--- src/rtl/multchan_deframer_if.sv ---
// Symbol input and message output bundle of the link deframer.
// master is the deframer side; slave is the link receiver / message consumer side.
interface multchan_deframer_if #(
  parameter int PACKET_SIZE = 8,
  parameter int MESSAGE_BIT = 184,
  parameter int CHANNEL_BIT = 1
);
  logic                   in_valid;
  logic [PACKET_SIZE-1:0] in_data;
  logic                   out_valid;
  logic                   out_ready;
  logic [CHANNEL_BIT-1:0] out_channel;
  logic [4:0]             out_length;
  logic [MESSAGE_BIT-1:0] out_data;

  modport master (
    input  in_valid, in_data, out_ready,
    output out_valid, out_channel, out_length, out_data
  );

  modport slave (
    output in_valid, in_data, out_ready,
    input  out_valid, out_channel, out_length, out_data
  );
endinterface

--- src/rtl/multchan_deframer.sv ---
// Receive-side deframer: parses HEAD/CHAN/LEN/DATA/TAIL symbols into messages,
// holds one completed message on a valid/ready port and counts framing errors and drops.
module multchan_deframer #(
  parameter int PACKET_SIZE = 8,
  parameter int MESSAGE_BIT = 184,
  parameter int CHANNEL_BIT = 1
) (
  input  logic                CLK,
  input  logic                RST,
  multchan_deframer_if.master link,
  output logic [7:0]          err_count,
  output logic [7:0]          drop_count
);

  localparam int         TYPE_MSB = PACKET_SIZE - 1;
  localparam logic [4:0] MAX_LEN  = 5'(MESSAGE_BIT / 8);

  typedef enum logic [2:0] {
    S_IDLE,
    S_CHAN,
    S_LEN,
    S_DATA,
    S_TAIL
  } state_t;

  state_t                 state_reg;
  logic [4:0]             id_reg;
  logic [4:0]             len_reg;
  logic [CHANNEL_BIT-1:0] chan_reg;
  logic [7:0]             idx_reg;
  logic [MESSAGE_BIT-1:0] asm_reg;

  logic [2:0]             sym_kind;
  logic [4:0]             sym_field;
  logic                   is_head, is_chan, is_len, is_tail, is_data;
  logic [7:0]             idx_next;
  logic                   data_last;
  logic [MESSAGE_BIT-1:0] asm_next;
  logic [MESSAGE_BIT-1:0] len_mask;
  logic                   msg_done;
  logic                   frame_err;

  always_comb begin
    sym_kind  = link.in_data[TYPE_MSB -: 3];
    sym_field = link.in_data[4:0];
    is_head   = (sym_kind == 3'b100);
    is_chan   = (sym_kind == 3'b101);
    is_len    = (sym_kind == 3'b110);
    is_tail   = (sym_kind == 3'b111);
    is_data   = !link.in_data[TYPE_MSB];
  end

  // Bits shifted past MESSAGE_BIT fall off the top of the assembly register.
  assign idx_next  = idx_reg + 8'd7;
  assign data_last = (idx_next >= {len_reg, 3'b000});
  assign asm_next  = asm_reg | (MESSAGE_BIT'(link.in_data[6:0]) << idx_reg);

  genvar gi;
  generate
    for (gi = 0; gi < MESSAGE_BIT; gi++) begin : g_mask
      assign len_mask[gi] = (32'(gi) < {24'd0, len_reg, 3'b000});
    end
  endgenerate

  assign msg_done = link.in_valid && (state_reg == S_TAIL) && is_tail && (sym_field == id_reg);

  always_comb begin
    frame_err = 1'b0;
    if (link.in_valid) begin
      if (is_head) begin
        frame_err = (state_reg != S_IDLE);
      end else begin
        case (state_reg)
          S_CHAN:  frame_err = !is_chan;
          S_LEN:   frame_err = !is_len || (sym_field > MAX_LEN);
          S_DATA:  frame_err = !is_data;
          S_TAIL:  frame_err = !msg_done;
          default: frame_err = 1'b0;
        endcase
      end
    end
  end

  always_ff @(posedge CLK) begin
    if (RST) begin
      state_reg        <= S_IDLE;
      id_reg           <= '0;
      len_reg          <= '0;
      chan_reg         <= '0;
      idx_reg          <= '0;
      asm_reg          <= '0;
      link.out_valid   <= 1'b0;
      link.out_channel <= '0;
      link.out_length  <= '0;
      link.out_data    <= '0;
      err_count        <= '0;
      drop_count       <= '0;
    end else begin
      if (link.out_valid && link.out_ready) begin
        link.out_valid <= 1'b0;
      end

      // A completion in the transfer cycle refills the holding register directly.
      if (msg_done) begin
        if (!link.out_valid || link.out_ready) begin
          link.out_valid   <= 1'b1;
          link.out_channel <= chan_reg;
          link.out_length  <= len_reg;
          link.out_data    <= asm_reg & len_mask;
        end else if (drop_count != 8'hFF) begin
          drop_count <= drop_count + 8'd1;
        end
      end

      if (frame_err && (err_count != 8'hFF)) begin
        err_count <= err_count + 8'd1;
      end

      if (link.in_valid) begin
        if (is_head) begin
          id_reg    <= sym_field;
          asm_reg   <= '0;
          idx_reg   <= '0;
          state_reg <= S_CHAN;
        end else begin
          case (state_reg)
            S_CHAN: begin
              if (is_chan) begin
                chan_reg  <= link.in_data[CHANNEL_BIT-1:0];
                state_reg <= S_LEN;
              end else begin
                state_reg <= S_IDLE;
              end
            end
            S_LEN: begin
              if (is_len && (sym_field <= MAX_LEN)) begin
                len_reg   <= sym_field;
                state_reg <= S_DATA;
              end else begin
                state_reg <= S_IDLE;
              end
            end
            S_DATA: begin
              if (is_data) begin
                asm_reg <= asm_next;
                idx_reg <= idx_next;
                if (data_last) begin
                  state_reg <= S_TAIL;
                end
              end else begin
                state_reg <= S_IDLE;
              end
            end
            default: state_reg <= S_IDLE;
          endcase
        end
      end
    end
  end

endmodule
--- src/flat_wrapper.sv ---
// flat-port wrapper written by rule: the top's interface ports become plain ports
module multchan_deframer_flat 
#(
  parameter int PACKET_SIZE = 8,
  parameter int MESSAGE_BIT = 184,
  parameter int CHANNEL_BIT = 1
)
  (CLK, RST, err_count, drop_count, link_in_valid, link_in_data, link_out_ready, link_out_valid, link_out_channel, link_out_length, link_out_data);
  multchan_deframer_if #(.PACKET_SIZE(PACKET_SIZE), .MESSAGE_BIT(MESSAGE_BIT), .CHANNEL_BIT(CHANNEL_BIT)) link_i ();
  input  logic CLK;
  input  logic RST;
  output logic [7:0] err_count;
  output logic [7:0] drop_count;
  input wire logic [$bits(link_i.in_valid)-1:0] link_in_valid;
  input wire logic [$bits(link_i.in_data)-1:0] link_in_data;
  input wire logic [$bits(link_i.out_ready)-1:0] link_out_ready;
  output wire logic [$bits(link_i.out_valid)-1:0] link_out_valid;
  output wire logic [$bits(link_i.out_channel)-1:0] link_out_channel;
  output wire logic [$bits(link_i.out_length)-1:0] link_out_length;
  output wire logic [$bits(link_i.out_data)-1:0] link_out_data;
  assign link_i.in_valid = link_in_valid;
  assign link_i.in_data = link_in_data;
  assign link_i.out_ready = link_out_ready;
  assign link_out_valid = link_i.out_valid;
  assign link_out_channel = link_i.out_channel;
  assign link_out_length = link_i.out_length;
  assign link_out_data = link_i.out_data;
  multchan_deframer #(.PACKET_SIZE(PACKET_SIZE), .MESSAGE_BIT(MESSAGE_BIT), .CHANNEL_BIT(CHANNEL_BIT)) u_core (.CLK(CLK), .RST(RST), .link(link_i), .err_count(err_count), .drop_count(drop_count));
endmodule
--- config.mk ---
export PLATFORM = sky130hd
export DESIGN_NAME = multchan_deframer_flat
export DESIGN_NICKNAME = d
export VERILOG_FILES = /design/src/rtl/multchan_deframer_if.sv /design/src/rtl/multchan_deframer.sv /design/src/flat_wrapper.sv
export SDC_FILE = /design/constraint.sdc
export NUM_CORES = 1
export LEC_CHECK = 0
export CAP_MARGIN = 20
export CORE_MARGIN = 2
export CORE_UTILIZATION = 35
export DETAILED_ROUTE_END_ITERATION = 12
export PLACE_DENSITY_LB_ADDON = 0.1
export SLEW_MARGIN = 20
export SYNTH_ARGS = -nofsm -noshare
export SYNTH_HDL_FRONTEND = slang
export SYNTH_SLANG_ARGS = --single-unit
--- constraint.sdc ---
create_clock -name CLK -period 4.8 [get_ports CLK]
set_input_delay 0.48 -clock CLK [delete_from_list [all_inputs] [get_ports CLK]]
set_output_delay 0.48 -clock CLK [all_outputs]
set_load 0.02 [all_outputs]
==> results of run 1 <==
-- cell usage in the layout (no fill, tap or decap), types with 24 or more instances in the layout --
master and n:
a21oi_1 333, a31oi_1 39, buf_4 30, clkbuf_16 46
clkdlybuf4s50_1 217, dfxtp_1 413, nand2_1 268, nand3_1 184
nand3b_1 24, nor2_1 199, o21ai_0 25
-- metal layers --
layer  GRT usage, %  up-vias  wire (microns)
met5              0        -               0
li1               -     6871               -
met3          3.829       80            3288
met1          32.60     6868           25790
met2          37.31      459           25520
met4          7.648        0            1471
-- cell families (layout without fill, tap and decap cells) --
kind of cell	count (synthesis)	count (layout)	synth area share [%]
multiplexers	26	26	2.113
AO/OA/AOI/OAI	495	495	18.21
XOR/XNOR	13	13	0.7147
AND/OR/NAND/NOR	756	756	21.65
adder cells (fa/ha/maj)	9	9	0.7069
buffers and inverters	171	354	4.713
flip-flops	413	413	51.90
-- worst max-delay path: stages, from the launching register on --
cell	delay, ns
dfxtp_1	0.86
inv_1	0.22
ha_1	0.29
nand2b_1	0.14
nand4_1	0.18
xnor2_1	0.20
ha_1	0.32
a21o_1	0.19
a211oi_1	0.21
o21ai_0	0.22
a311oi_1	0.30
-- final cells by class --
cell class	count	area [sq um]
multi-input cells	1299	6987
well taps	600	750.7
repair buffers	251	2469
clock buffers	61	1348
clock inverters	20	260.3
inverters	22	82.58
flip-flops and latches	413	8268
fillers	4449	25020
-- stage by stage --
| step | total power [mW] | hold WS [ns] | instance area [sq um] | std cells |
|---|---|---|---|---|
| finish | 7.343 | 0.3235 | 20160 | 2666 |
| global route | 7.566 | 0.3637 | 20160 | 2666 |
| CTS | 7.417 | 0.3193 | 20160 | 2666 |
| detailed placement | 3.694 | 0.4423 | 18560 | 2585 |
| global placement | 3.693 | 0.4389 | 18560 | 2585 |
| floorplan | 3.631 | 0.4247 | 15930 | 1883 |
-- report_power, final --
part / switching, mW / internal (mW)
Sequential: 0.00682 / 3.43
Clock: 1.48 / 2.24
Combinational: 0.138 / 0.0420
Total: 1.63 / 5.72
-- final timing paths --
kind | depth (start not counted) | from | slack [ns] | endpoint
worst max-delay path | 10 | u_core.idx_reg[1]$_SDFFE_PP0P_ | 1.59 | u_core.state_reg[1]$_SDFFE_PP0P_
worst min-delay path | 2 | RST | 0.32 | u_core.chan_reg$_SDFFE_PP0P_
worst max register to register | 10 | u_core.idx_reg[1]$_SDFFE_PP0P_ | 1.59 | u_core.state_reg[1]$_SDFFE_PP0P_
worst min register to register | 2 | u_core.link.out_data[18]$_SDFFE_PP0P_ | 0.45 | u_core.link.out_data[18]$_SDFFE_PP0P_
==> flow_summary.yaml, run 1 <==
sta:
  relSlewSlack_pct: 19.49
  drv_slew: 0
  rsz0062_at_grt: "false"
  hold_viol: 0
  min_period_over_period_pct: 66.78
  clock_skew_ns: 0.01322
  worst_pin_slew_ns: 1.201
  final-setup-viol-count: 0
  period_minus_slack_ns: 3.206
  worst_slack_ns: 1.594
  setup_tns_ns: 0
  fmax_mhz: 312.0
grt:
  grt.total_usage_pct: 23.53
  grt_pass1_wl_microns: 84970
  gr-total-overflow: 0
  grt_pass1_vias: 13580
  grt_max_degree: 88
  antenna_found_initial: 0
drt:
  drt_first_pass_iters: 7
  wl_per_cell_microns: 21.03
  via_per_inst: 5.356
  drc: 0
  dr.first_iter.drc_count: 1103
  wirelength_microns: 56070
  drtAntennaViolNets: 0
  num_vias: 14280
placement:
  portBuffers: 218
  pre_cts_slack_ns: 1.335
  gp_congestion: 0.9297
  dp_hpwl_microns: 37900
yosys:
  yosysTopAreaCellShare_pct: 51.90
  synth_nets: 1904
  synth.avg_cell_area_sq_um: 8.460
  ys_types: 76
  ys_ff_latch: 413
  yosysSeqAreaShare_pct: 51.90
  synth_ff_type: "dfxtp_1"
  async_flop_share_pct: 0
  yosys.area.top_type: "dfxtp_1"
  yosysMostFrequentCell: "dfxtp_1"
  yosysWarnings: 0
  netlist_instances: 1883
  synth.top_cells.by_count: "dfxtp_1 (413), a21oi_1 (333), nand2_1 (269)"
  ys_top_cells_by_area: "dfxtp_1 (52%), a21oi_1 (10%), nand2_1 (6.3%)"
  syn_area_sq_um: 15930
  synth-edff-count: 0
outcome:
  outcome: "completed"
clocking:
  cts_sinks: 413
  numCtsBuffers: 45
  hold_buffers: 0
  clock_latency_ns: 0.57
  ctsHtreeMaxLevel: 2
  cts_buffer_depth: 3
  root_buffer: "clkbuf_16"
  cts_resized: 0
  cts_tree: "built"
  postCtsSetupRepairBufs: 0
  path_clk_slew_ns: 0.07
floorplan:
  die_area_sq_um: 47240
  io_pins: 219
  core_sq_um: 45190
  dieHeight_microns: 217.3
  start_util_pct: 35.26
  row_count: 78
  die_w_microns: 217.3
worst_hold_path:
  hp-class: "input pin to flop"
pwr:
  peakVddDrop_mv: 0.1943
  p_leak_nw: 6.661
  pwr_density_cell_nw_per_um2: 364.1
cells_and_area:
  area_growth_pct: 26.58
  post-route-util_pct: 44.63
  layout-drive-gt1-share_pct: 7.841
  final_nets: 2053
  insertedDiodeCount: 0
flow_run:
  maxCapViolations: 0
critical_path:
  critPathMaxFanout: 22
  arrival_ns: 3.69
  critical_path_class: "flop to flop"
  startpoint_type: "flop"
  end_kind: "flop"
  critPathRequiredTime_ns: 5.28
(Power assumes the default switching activity.)
==> run 2, diff against run 1 <==
- clock period: 4.8 -> 2.9 ns (I/O delays scaled with it)
==> flow_summary.yaml, run 2 (synthesized netlist as in run 1, its figures left out) <==
clocking:
  postCtsSetupRepairBufs: 0
  path_clk_slew_ns: 0.06
  cts_resized: 0
  ctsHtreeMaxLevel: 2
  cts_sinks: 413
  cts_buffer_depth: 3
  cts_tree: "built"
  clock_latency_ns: 0.58
  root_buffer: "clkbuf_16"
  numCtsBuffers: 46
  hold_buffers: 0
floorplan:
  dieHeight_microns: 217.3
  row_count: 78
  die_area_sq_um: 47240
  core_sq_um: 45190
  start_util_pct: 35.26
  die_w_microns: 217.3
  io_pins: 219
critical_path:
  critical_path_class: "flop to flop"
  critPathRequiredTime_ns: 3.38
  end_kind: "flop"
  critPathMaxFanout: 4
  arrival_ns: 2.95
  startpoint_type: "flop"
flow_run:
  maxCapViolations: 0
grt:
  grt_pass1_wl_microns: 87010
  gr-total-overflow: 0
  grt_pass1_vias: 14030
  grt_max_degree: 123
  grt.total_usage_pct: 23.97
  antenna_found_initial: 0
cells_and_area:
  area_growth_pct: 31.61
  insertedDiodeCount: 0
  layout_common_cells: "dfxtp_1 (413), a21oi_1 (333), nand2_1 (268)"
  layout-drive-gt1-share_pct: 11.41
  final_nets: 2150
  final_cells: 2764
  final_common_cell: "dfxtp_1"
pwr:
  peakVddDrop_mv: 0.3207
  pwr_density_cell_nw_per_um2: 575.3
  p_leak_nw: 7.189
  total_power_mw: 12.06
drt:
  via_per_inst: 5.272
  drtAntennaViolNets: 0
  drc: 0
  num_vias: 14570
  drt_first_pass_iters: 5
  dr.first_iter.drc_count: 1003
  wl_per_cell_microns: 20.68
  wirelength_microns: 57160
sta:
  clock_skew_ns: 0.02537
  final-setup-viol-count: 0
  hold_viol: 0
  worst_pin_slew_ns: 0.7667
  period_minus_slack_ns: 2.464
  fmax_mhz: 405.9
  drv_slew: 0
  min_period_over_period_pct: 84.95
  fin_hold_ws_ns: 0.1010
  relSlewSlack_pct: 48.54
  setup_tns_ns: 0
  rsz0062_at_grt: "false"
placement:
  dp.cells: 2681
  gp_congestion: 0.9169
  dp_hpwl_microns: 40270
  portBuffers: 218
outcome:
  outcome: "completed"
worst_hold_path:
  hp-class: "input pin to flop"
[run 2: path summary, 6_finish.rpt]
path                                                            start                                     to  slack [ns]  depth (start not counted)
worst min register to register  u_core.link.out_data[25]$_SDFFE_PP0P_  u_core.link.out_data[25]$_SDFFE_PP0P_        0.45                          2
worst min-delay path                                              RST      u_core.drop_count[2]$_SDFFE_PP0P_        0.10                          2
worst max-delay path                   u_core.idx_reg[1]$_SDFFE_PP0P_       u_core.state_reg[1]$_SDFFE_PP0P_        0.44                         10
worst max register to register         u_core.idx_reg[1]$_SDFFE_PP0P_       u_core.state_reg[1]$_SDFFE_PP0P_        0.44                         10
[run 2: through the flow]
stage	worst slack, ns	cell area [sq um]	util (%)
finish	0.4364	20970	46.40
global route	0.2014	20970	46.40
CTS	0.4385	20970	46.40
detailed placement	0.1732	19380	42.89
global placement	0.2186	19380	42.89
floorplan	0.4731	15930	-
[run 2: worst max-delay path, stage by stage (launching register included)]
cell,delay (ns)
dfxtp_1,0.33
inv_1,0.08
ha_1,0.24
nand2b_1,0.13
nand4_1,0.17
xnor2_1,0.17
ha_1,0.33
a21o_1,0.19
a211oi_1,0.22
o21ai_0,0.23
a311oi_1,0.29
[run 2: cell type report]
class / instances / area, sq um
clock inverter: 15 / 160.2
sequential: 413 / 8268
multi-input combinational: 1299 / 6938
clock buffer: 68 / 1428
tap: 600 / 750.7
fill: 4468 / 24220
timing repair buffer: 347 / 3339
inverter: 22 / 82.58
[run 2: report_power, final]
group	switching [mW]	internal (mW)	total, mW
sequential	0.00866	5.68	5.69
combinational	0.237	0.0937	0.330
clock	2.37	3.67	6.04
[run 2: layer usage]
metal / global-route usage (%) / part of all wire [%] / wire length (microns)
met2: 37.48 / 45 / 26000
met3: 3.704 / 5.9 / 3387
met4: 8.333 / 2.8 / 1618
met5: 0 / 0 / 0
met1: 33.57 / 46 / 26150
